<file path="config.mk">
export PLATFORM = sky130hd
export DESIGN_NAME = cache_way_select
export DESIGN_NICKNAME = d
export VERILOG_FILES = /design/src/rtl/cache_way_select.sv
export SDC_FILE = /design/constraint.sdc
export NUM_CORES = 1
export LEC_CHECK = 0
export ABC_CLOCK_PERIOD_IN_PS = 1500
export BUFFER_PORTS_ARGS = -buffer_cell sky130_fd_sc_hd__buf_2
export CAP_MARGIN = 20
export CORE_UTILIZATION = 42
export DETAILED_ROUTE_END_ITERATION = 12
export PLACE_DENSITY = 0.81
export SLEW_MARGIN = 40
export SYNTH_ARGS = -nofsm -noshare
export SYNTH_HDL_FRONTEND = slang
export SYNTH_SLANG_ARGS = --single-unit
</file>
<file path="constraint.sdc">
create_clock -name clk -period 1.5 [get_ports clk]
set_clock_uncertainty 0.05 [all_clocks]
set_input_delay 0.15 -clock clk [delete_from_list [all_inputs] [get_ports clk]]
set_output_delay 0.15 -clock clk [all_outputs]
set_load 0.03 [all_outputs]
</file>
<file path="src/rtl/cache_way_select.sv">
// ---------------------------------------------------------------------------
// cache_way_select
//   Registered N-way read-data selector for the set-associative cache read
//   path. Picks the hit way's word from the per-way data using the tag-hit
//   vector and presents it through one valid/ready pipeline stage. On a miss
//   it reports a round-robin victim way for refill. It also flags multi-hit
//   tag corruption.
//
// Parameters
//   WAYS   number of cache ways (>= 2, any value)
//   WIDTH  data word width in bits
//
// Ports
//   clk           rising-edge clock
//   rst_n         asynchronous active-low reset
//   in_valid      hit_vec / way_data valid this cycle
//   in_ready      stage can accept an input this cycle
//   hit_vec       tag hit per way (bit i = way i)
//   way_data      way i word at [i*WIDTH +: WIDTH]
//   out_valid     output fields hold a result
//   out_ready     consumer accepts the result
//   out_data      selected word (0 on miss)
//   out_hit       at least one way hit
//   out_way       hit way index, or the victim way index on a miss
//   out_multihit  more than one hit bit was set
// ---------------------------------------------------------------------------
module cache_way_select #(
  parameter int WAYS  = 4,
  parameter int WIDTH = 8,
  localparam int WAY_BITS = $clog2(WAYS)
) (
  input  logic                  clk,
  input  logic                  rst_n,
  input  logic                  in_valid,
  output logic                  in_ready,
  input  logic [WAYS-1:0]       hit_vec,
  input  logic [WAYS*WIDTH-1:0] way_data,
  output logic                  out_valid,
  input  logic                  out_ready,
  output logic [WIDTH-1:0]      out_data,
  output logic                  out_hit,
  output logic [WAY_BITS-1:0]   out_way,
  output logic                  out_multihit
);

  // Registered state
  logic                out_valid_q, out_valid_d;
  logic [WIDTH-1:0]    out_data_q, out_data_d;
  logic                out_hit_q, out_hit_d;
  logic [WAY_BITS-1:0] out_way_q, out_way_d;
  logic                out_multihit_q, out_multihit_d;
  logic [WAY_BITS-1:0] vptr_q, vptr_d;

  // Combinational selection results
  logic [WIDTH-1:0]    sel_data;
  logic                sel_hit;
  logic [WAY_BITS-1:0] sel_way;
  logic                sel_multi;
  logic                accept;

  // A full stage frees up in the same cycle the consumer takes its result.
  assign in_ready = !out_valid_q || out_ready;
  assign accept   = in_valid && in_ready;

  always_comb begin
    // NOTE: every variable gets a default before any conditional assignment so
    // no path leaves it unassigned, which would infer a latch.
    sel_data = '0;
    sel_hit  = 1'b0;
    sel_way  = vptr_q;
    // Scan from the top down so the lowest set index is the one left standing.
    for (int i = WAYS - 1; i >= 0; i--) begin
      if (hit_vec[i]) begin
        sel_hit  = 1'b1;
        sel_way  = WAY_BITS'(i);
        sel_data = way_data[i*WIDTH +: WIDTH];
      end
    end
    // Clearing the lowest set bit leaves something only if two or more were set.
    sel_multi = |(hit_vec & (hit_vec - WAYS'(1)));
  end

  always_comb begin
    out_valid_d    = out_valid_q;
    out_data_d     = out_data_q;
    out_hit_d      = out_hit_q;
    out_way_d      = out_way_q;
    out_multihit_d = out_multihit_q;
    vptr_d         = vptr_q;

    if (accept) begin
      out_valid_d    = 1'b1;
      out_data_d     = sel_data;
      out_hit_d      = sel_hit;
      out_way_d      = sel_way;
      out_multihit_d = sel_multi;
      // Only a miss consumes a victim slot.
      if (!sel_hit) begin
        vptr_d = (vptr_q == WAY_BITS'(WAYS - 1)) ? '0 : vptr_q + 1'b1;
      end
    end else if (out_ready) begin
      out_valid_d = 1'b0;
    end
  end

  // NOTE: sequential state is written with non-blocking assignments so every
  // flop samples its pre-edge inputs regardless of statement order.
  always_ff @(posedge clk or negedge rst_n) begin
    if (!rst_n) begin
      out_valid_q    <= 1'b0;
      out_data_q     <= '0;
      out_hit_q      <= 1'b0;
      out_way_q      <= '0;
      out_multihit_q <= 1'b0;
      vptr_q         <= '0;
    end else begin
      out_valid_q    <= out_valid_d;
      out_data_q     <= out_data_d;
      out_hit_q      <= out_hit_d;
      out_way_q      <= out_way_d;
      out_multihit_q <= out_multihit_d;
      vptr_q         <= vptr_d;
    end
  end

  assign out_valid    = out_valid_q;
  assign out_data     = out_data_q;
  assign out_hit      = out_hit_q;
  assign out_way      = out_way_q;
  assign out_multihit = out_multihit_q;

endmodule

</file>
==> flow_summary.json <==
{
  "worstSetupStartpoint": "out_valid",
  "r2r_cells": 3,
  "worstSetupEndpointType": "output pin",
  "first_global_vias": 909,
  "diodes": 0,
  "rsz0062_at_grt": "false",
  "die_h_um": 48.89,
  "root_buffer": "clkbuf_4",
  "synthesis.instances": 103,
  "r2r-end": "out_way[0]",
  "h-tree-depth": 1,
  "vias": 971,
  "grt_max_degree": 22,
  "avgViaCountPerCell": 5.306,
  "ys_top_cells_by_area": "dfrtp_1 (41%), a21oi_1 (9.2%), a221o_1 (8.7%), nand3b_1 (6.5%), a31oi_1 (5.4%)",
  "cts_setup_buffers": 0,
  "rr_startpoint": "out_valid",
  "synthesis.area_um2": 923.4,
  "clock_path_buffers": 2,
  "clkSinkCount": 15,
  "worstPathMaxFanout": 7,
  "clock_latency_ps": 290,
  "synth_area_leader_cell": "dfrtp_1",
  "grt_first_pass_wirelength_mm": 4.022,
  "drtIter0Drc": 15,
  "report.final.slew_viol_count": 0,
  "r2r_setup_slack_ps": 260,
  "critPathLaunchType": "flip-flop",
  "io-pin-count": 54,
  "netlist-cell-type-count": 25,
  "synth_enable_flop_cells": 0,
  "hold_path_class": "in -> reg",
  "row_count": 16,
  "hold_start": "way_data[0]",
  "area_delta_synth_final_pct": 34.69,
  "critical_path_class": "reg -> out",
  "finalWeightedCongestion": 0.7402,
  "ys_seq_area_frac": 0.4065,
  "synth_seq_cells": 15,
  "ys_top_cells_by_count": "a21oi_1 (17), dfrtp_1 (15), inv_1 (10)",
  "synth_async_sr_flop_share": 1.000,
  "initial_utilization": 0.4567,
  "cts_tree": "yes",
  "status": "completed",
  "timing.final.crit_share": 0.8983,
  "min_to": "out_data[0]",
  "fin_area_um2": 1244,
  "grt_overflow": 0,
  "yosysMostFrequentCell": "a21oi_1",
  "yosysTopAreaCellShare": 0.4065,
  "path_clk_slew_ps": 90,
  "critical_path_arrival_ps": 1150,
  "synth_fa_ha_area_frac": 0.02439,
  "setup_violations": 0,
  "ant_nets": 0,
  "p_per_area_nw_per_um2": 941.2,
  "synth_simple_gate_area_share": 0.1491,
  "drv_cap": 0,
  "syn_area_per_cell_um2": 8.965,
  "worstHoldPathCells": 3,
  "syn_nets": 144,
  "dpl.hpwl_mm": 1.822,
  "wl_mm": 2.393,
  "leakagePower_uw": 0.0006190,
  "core-area_um2": 2022,
  "fin_nets": 198,
  "synthFlopType": "dfrtp_1",
  "dieWidth_um": 48.89,
  "max_slew.worst_pin.slew_ps": 327.5,
  "layout_min_cycle_time_ps": 1347,
  "fin_util": 0.6151,
  "firstDrtPassIters": 6,
  "grt_usage": 0.2148,
  "yosys_warnings": 0,
  "post_drt_wl_per_cell_um": 13.08,
  "final-hold-violation-count": 0,
  "synth-xor-area-share": 0,
  "synth.area.mux_share": 0.04878,
  "numCtsBuffers": 3,
  "p_total_uw": 1171,
  "synth-compound-area-share": 0.2656,
  "antenna_found_initial": 0,
  "die-area_um2": 2390,
  "synth_top_family_by_area": "compound AO/OA/AOI/OAI gates",
  "tns_ps": 0,
  "route.detailed.drc": 0,
  "drive_above_1_share": 0.4103,
  "required_ps": 1300,
  "max_freq_mhz": 742.2,
  "vdd_drop_max_mv": 0.4830,
  "place_area_um2": 1200,
  "maxSlewHeadroom": 0.7789,
  "portBuffers": 53
}
cell usage in the layout, fill, tap and decap left out, drive strengths merged, types with 2 or more instances in the layout:
master / Yosys / routed
buf: 6 / 58
a21oi: 17 / 17
dfrtp: 15 / 15
inv: 10 / 10
nand3b: 8 / 8
a221o: 8 / 8
nand2: 8 / 8
a31oi: 8 / 8
clkbuf: 4 / 4
mux2: 4 / 4
nor2: 2 / 2
nor3: 2 / 2
nand2b: 2 / 2
layer usage:
layer	global-route usage	up-vias	part of all wire
li1	-	486	-
met4	0.07353	0	0.013
met1	0.2693	446	0.44
met2	0.3843	35	0.51
met5	0	-	0
met3	0.01869	4	0.033
cells by family (layout without fill, tap and decap cells):
family / Yosys count / in the layout
AO/OA/AOI/OAI: 37 / 37
AND/OR/NAND/NOR: 25 / 25
buffers and inverters: 20 / 73
multiplexers: 4 / 4
adder cells (fa/ha/maj): 2 / 2
flip-flops: 15 / 15
area by class of cell:
type / count / area (um2)
Fill cell: 180 / 778.2
Multi-Input combinational cell: 68 / 457.9
Sequential cell: 15 / 375.4
Timing Repair Buffer: 59 / 312.8
Inverter: 10 / 37.54
Tap cell: 27 / 33.78
Clock buffer: 4 / 26.28
worst max-delay path, stage by stage (launching register included):
cell      delay [ps]
dfrtp_1          410
nand2b_4         110
buf_4            150
buf_2            200
power by group:
part	internal, uW	total [uW]	switching (uW)
Combinational	167	414	246
Clock	103	233	130
Sequential	475	523	48.1
Total	746	1170	424
worst max path at each step:
stage                         endpoint  slack (ps)
after floorplan           out_multihit         180
after global placement      out_way[0]         220
after detailed placement    out_way[0]         190
after CTS                     in_ready          60
after global routing          in_ready         100
final                         in_ready         150
what timing repair did:
action                     CTS  global route
hold buffers                 1             0
setup endpoints to repair    0             1
hold endpoints to repair    15             0
gates resized for setup      0             1
metrics by stage:
step | instances | hold slack, ps | setup WS, ps
6_report | 183 | 61.74 | 152.6
5_1_grt | 183 | 62.96 | 95.61
4_1_cts | 183 | 58.81 | 56.23
3_5_place_dp | 178 | 20.39 | 185.0
3_3_place_gp | 178 | 12.78 | 222.7
2_1_floorplan | 103 | -195.6 | 182.9
flip-flops by register name, indices dropped and copies added, names as in the netlist:
register      count
out_data          8
out_hit           1
out_multihit      1
out_valid         1
out_way           2
vptr_q            2
Power figures use the tool's default switching activity.
